## config.mk

```make
export PLATFORM = sky130hd
export DESIGN_NAME = instr_fetch_unit
export DESIGN_NICKNAME = d
export VERILOG_FILES = /design/src/rtl/instr_fetch_unit.sv
export SDC_FILE = /design/constraint.sdc
export NUM_CORES = 1
export LEC_CHECK = 0
export CAP_MARGIN = 20
export CORE_MARGIN = 3
export CORE_UTILIZATION = 55
export CTS_BUF_LIST = sky130_fd_sc_hd__clkbuf_8 sky130_fd_sc_hd__clkbuf_16
export DETAILED_ROUTE_END_ITERATION = 8
export GPL_ROUTABILITY_DRIVEN = 1
export GPL_TIMING_DRIVEN = 0
export PLACE_DENSITY_LB_ADDON = 0.08
export SYNTH_ARGS = -nofsm -noshare
export SYNTH_HDL_FRONTEND = slang
export SYNTH_SLANG_ARGS = --single-unit
```

## constraint.sdc

```tcl
create_clock -name clk -period 7.5 [get_ports clk]
set_input_delay 1.125 -clock clk [delete_from_list [all_inputs] [get_ports clk]]
set_output_delay 1.125 -clock clk [all_outputs]
set_load 0.05 [all_outputs]
```

## src/rtl/instr_fetch_unit.sv

```systemverilog
// Instruction fetch unit: issues single-outstanding instruction-memory reads
// from the PC, buffers returned words in a 2-entry queue for decode, and
// advances the PC on every accepted fetch. A flush drops queued data and
// discards any in-flight response.
// Optional build macro FETCH_PERF_CNT_EN adds saturating stall/flush counters.
module instr_fetch_unit #(
  parameter int ADDR_W  = 19,
  parameter int INSTR_W = 19
) (
  input  logic               clk,
  input  logic               rst,
  input  logic [ADDR_W-1:0]  pc,
  output logic               pc_enable,
  input  logic               flush,
  output logic               imem_req,
  output logic [ADDR_W-1:0]  imem_addr,
  input  logic               imem_ready,
  input  logic [INSTR_W-1:0] imem_rdata,
  output logic               ir_valid,
  input  logic               ir_ready,
  output logic [INSTR_W-1:0] ir,
  output logic [ADDR_W-1:0]  ir_pc
`ifdef FETCH_PERF_CNT_EN
  ,
  output logic [15:0]        perf_stall_cnt,
  output logic [15:0]        perf_flush_cnt
`endif
);

  typedef enum logic [1:0] {
    IDLE,
    WAIT,
    DROP
  } state_t;

  state_t              state;
  state_t              state_next;
  logic                req_next;
  logic [ADDR_W-1:0]   addr_next;
  logic [1:0]          count;
  logic [1:0]          count_next;
  logic [INSTR_W-1:0]  q1_instr;
  logic [ADDR_W-1:0]   q1_pc;
  logic                resp;
  logic                push;
  logic                pop;

  // Handshake decode and queue occupancy for the coming edge
  always_comb begin
    ir_valid   = (count != 2'd0);
    resp       = (state == WAIT) && imem_ready;
    push       = resp && !flush;
    pop        = ir_valid && ir_ready && !flush;
    pc_enable  = push;
    count_next = count;
    if (flush) begin
      count_next = 2'd0;
    end else if (push && !pop) begin
      count_next = count + 2'd1;
    end else if (pop && !push) begin
      count_next = count - 2'd1;
    end
  end

  // Next-state and next-request logic; issue only when the queue keeps a free slot
  always_comb begin
    state_next = state;
    req_next   = imem_req;
    addr_next  = imem_addr;
    case (state)
      IDLE: begin
        if (!flush && (count != 2'd2)) begin
          req_next   = 1'b1;
          addr_next  = pc;
          state_next = WAIT;
        end
      end
      WAIT: begin
        if (imem_ready) begin
          if (flush || (count_next == 2'd2)) begin
            req_next   = 1'b0;
            state_next = IDLE;
          end else begin
            addr_next = imem_addr + ADDR_W'(1);
          end
        end else if (flush) begin
          state_next = DROP;
        end
      end
      DROP: begin
        if (imem_ready) begin
          req_next   = 1'b0;
          state_next = IDLE;
        end
      end
      default: begin
        req_next   = 1'b0;
        state_next = IDLE;
      end
    endcase
  end

  // State and memory-request registers
  always_ff @(posedge clk or posedge rst) begin
    if (rst) begin
      state     <= IDLE;
      imem_req  <= 1'b0;
      imem_addr <= '0;
    end else begin
      state     <= state_next;
      imem_req  <= req_next;
      imem_addr <= addr_next;
    end
  end

  // Two-entry queue: head lives in ir/ir_pc, second entry in q1_*.
  // A push lands in the head when the head is empty after this cycle's pop,
  // otherwise in the second slot; a pop at count 2 shifts q1 into the head.
  always_ff @(posedge clk or posedge rst) begin
    if (rst) begin
      count    <= 2'd0;
      ir       <= '0;
      ir_pc    <= '0;
      q1_instr <= '0;
      q1_pc    <= '0;
    end else begin
      count <= count_next;
      if (!flush) begin
        if (pop && (count == 2'd2)) begin
          ir    <= q1_instr;
          ir_pc <= q1_pc;
        end
        if (push) begin
          if ((count == 2'd0) || ((count == 2'd1) && pop)) begin
            ir    <= imem_rdata;
            ir_pc <= imem_addr;
          end else begin
            q1_instr <= imem_rdata;
            q1_pc    <= imem_addr;
          end
        end
      end
    end
  end

`ifdef FETCH_PERF_CNT_EN
  // Saturating performance counters for memory stalls and redirects
  always_ff @(posedge clk or posedge rst) begin
    if (rst) begin
      perf_stall_cnt <= '0;
      perf_flush_cnt <= '0;
    end else begin
      if (imem_req && !imem_ready && (perf_stall_cnt != '1)) begin
        perf_stall_cnt <= perf_stall_cnt + 16'd1;
      end
      if (flush && (perf_flush_cnt != '1)) begin
        perf_flush_cnt <= perf_flush_cnt + 16'd1;
      end
    end
  end
`endif

endmodule

```

==> flow_summary_export.csv <==
group,metric,value,unit
setup_path,crit_chain,"clkdlybuf4s50_1, nand3b_4, nor2_1, clkdlybuf4s50_1",
logic_synthesis,ys_seq_area_share,52.0,%
sta,max_freq,0.248,GHz
die,io_pins,103,
clock_tree,cts_resized,0,
route,drtAntennaViolNets,0,
cells_and_area,drive_gt1_share,14.7,%
sta,fin_crit,4.04,ns
sta,tns,0,ns
sta,maxSlewHeadroom,59.4,%
global_route,grt-ovfl-total,0,
logic_synthesis,yosys_warnings,0,
global_route,grt_max_degree,57,
setup_path,startpoint_type,"primary input",
clock_tree,cts_sinks,100,
clock_tree,root_buffer,"clkbuf_8",
placement,dp_hpwl,8.19,mm
placement,place.gp.congestion,0.850,
cells_and_area,nFillCells,611,
die,initial_core_util,57.7,%
cells_and_area,multi_input_area,2070,µm²
logic_synthesis,syn_area_per_cell,10.6,µm²
clock_tree,cts_tree,"built",
logic_synthesis,ys_ff_latch,100,
cells_and_area,seq_area,2500,µm²
placement,dpl-instance-area,5980,µm²
setup_path,crit_arrival,2.91,ns
die,die_w,99.5,µm
cells_and_area,mostFrequentLayoutCells,"101 x clkdlybuf4s50_1, 100 x dfrtp_1, 66 x a21oi_1",
global_route,grt_pass1_vias,3835,
sta,rsz0062_at_grt,"false",
hold_path,holdCritPathClass,"register to register",
clock_tree,cts_max_path_buffers,2,
power_and_ir_drop,ir_worst_vdd,0.253,mV
clock_tree,clock_latency,0.37,ns
setup_path,worst_ep_required_time,6.38,ns
cells_and_area,design_area,6180,µm²
placement,port_buffers,101,
cells_and_area,syn_to_final_growth,28.5,%
clock_tree,post_cts_buffers,0,
power_and_ir_drop,power_density,467,nW/µm²
die,core_area,8340,µm²
setup_path,path_max_fanout,9,
cells_and_area,final_core_util,74.1,%
route,first_iter_violations,183,
setup_path,setup.worst_path.class,"primary input to output pin",
route,wl_per_cell,16.9,µm
setup_path,crit_path_end_kind,"output pin",
sta,tightest_slew,0.604,ns
sta,setup_viol,0,
setup_path,worst-path-buf-inv,2,
route,dr_total_vias,3866,
die,rows,33,
sta,period_share,53.8,%
route,viasPerCell,5.73,
clock_tree,cts_buffers,9,
logic_synthesis,syn-instance-count,452,
die,die-area,9910,µm²
setup_path,slowest_delay,0.83,ns
clock_tree,cts_hold_repair.buffers,0,
flow_run,drv_cap,0,
global_route,antenna_found_initial,0,
route,drc,0,
clock_tree,clk_pin_slew_worst_paths,0.10,ns
global_route,grt_pass1_wl,18.8,mm
cells_and_area,final_common_cell,"clkdlybuf4s50_1",
status,status,"completed",
route,firstDrtPassIters,5,
setup_path,slowest_stage,"clkdlybuf4s50_1",
setup_path,cpLargestDelayFamily,"buffers and inverters",
logic_synthesis,ys.flop_type,"dfrtp_1",
sta,drv_slew,0,
clock_tree,ctsHtreeMaxLevel,3,
cells_and_area,antennaDiodeCount,0,
logic_synthesis,synth_area,4810,µm²
logic_synthesis,syn-num-nets,499,
route,drt-total-wl,11.4,mm
sta,finClkSkew,0.0130,ns
die,fp.dieH,99.5,µm
logic_synthesis,synth_cell_types,43,
global_route,gr-usage-all-layers,23.6,%
logic_synthesis,ys_async_sr_fraction,100,%
logic_synthesis,synth_edf_count,0,
power_and_ir_drop,leakagePower,2.52,nW
cells_and_area,final_nets,612,
setup_path,critical_path.most_common_cell,"clkdlybuf4s50_1",
sta,hold_viol,0,
-- logic make-up (layout without fill, tap and decap cells) --
kind of cell             count (synthesis)  count (layout)  synth area share [%]
AND/OR/NAND/NOR                        120             120                  11.8
AO/OA/AOI/OAI                          108             108                  12.9
flip-flops                             100             100                  52.0
multiplexers                            77              77                  17.0
buffers and inverters                   41             159                  4.89
adder cells (fa/ha/maj)                  4               4                  1.04
XOR/XNOR                                 2               2                 0.364
-- cell usage after synthesis (6+ instances only) --
| master | count | area share (%) |
|---|---|---|
| a21oi_1 | 66 | 6.9 |
| buf_2 | 10 | 1.0 |
| buf_4 | 6 | 0.94 |
| buf_6 | 6 | 1.4 |
| clkbuf_1 | 8 | 0.62 |
| dfrtp_1 | 100 | 52 |
| inv_1 | 7 | 0.55 |
| mux2_2 | 38 | 8.9 |
| mux2i_1 | 39 | 8.1 |
| nand2_1 | 22 | 1.7 |
| nand3_1 | 11 | 1.1 |
| nand4_1 | 7 | 0.91 |
| nor2_1 | 56 | 4.4 |
| o21ai_0 | 13 | 1.4 |
| o22ai_1 | 6 | 0.78 |
-- area by class of cell --
| type | instances | share of cell area [%] |
|---|---|---|
| multi-input combinational | 311 | 33.5 |
| inverter | 8 | 0.526 |
| timing repair buffer | 102 | 16.8 |
| tap | 105 | 2.12 |
| buffer | 33 | 3.32 |
| clock inverter | 7 | 1.23 |
| sequential | 100 | 40.5 |
| clock buffer | 9 | 2.00 |
-- state kept, by name, indices dropped and copies added, names as in the netlist --
name       count
imem_addr     19
ir_pc         19
state          2
count          2
q1_instr      19
q1_pc         19
imem_req       1
ir            19
-- stage by stage --
| step | instances | setup WS [ns] | power (W) | hold slack, ns |
|---|---|---|---|---|
| floorplan | 452 | 3.76 | 0.00203 | 0.480 |
| global placement | 658 | 2.33 | 0.00250 | 0.488 |
| detailed placement | 659 | 3.46 | 0.00255 | 0.496 |
| CTS | 675 | 3.45 | 0.00290 | 0.519 |
| global route | 675 | 3.35 | 0.00305 | 0.528 |
| finish | 675 | 3.46 | 0.00289 | 0.513 |
-- path summary, 6_finish.rpt --
| path | start | to | slack [ns] | cells past startpoint |
|---|---|---|---|---|
| max | imem_ready | pc_enable | 3.46 | 4 |
| min | q1_pc[10] | q1_pc[10] | 0.51 | 1 |
| max reg2reg | count[0] | ir_pc[1] | 5.33 | 7 |
| min reg2reg | q1_pc[10] | q1_pc[10] | 0.51 | 1 |
| max in group asynchronous | rst | q1_pc[3] | 5.67 | 3 |
| min in group asynchronous | rst | q1_pc[1] | 1.17 | 2 |
-- routing by layer --
| metal | share of wire (%) | vias to the layer above | track usage, % |
|---|---|---|---|
| li1 | - | 1828 | - |
| met1 | 44 | 1877 | 33.1 |
| met4 | 0.57 | 0 | 5.46 |
| met2 | 49 | 153 | 37.9 |
| met5 | 0 | - | 0 |
| met3 | 6.0 | 8 | 5.05 |
-- power by group --
| group | leakage [nW] | internal [W] | switching [W] | total [W] |
|---|---|---|---|---|
| clock | 0.0952 | 0.000157 | 0.000194 | 0.000351 |
| combinational | 1.26 | 0.000575 | 0.000958 | 0.00153 |
| sequential | 1.17 | 0.000800 | 0.000206 | 0.00101 |
| total | 2.52 | 0.00153 | 0.00136 | 0.00289 |
Power figures use the tool's default switching activity.
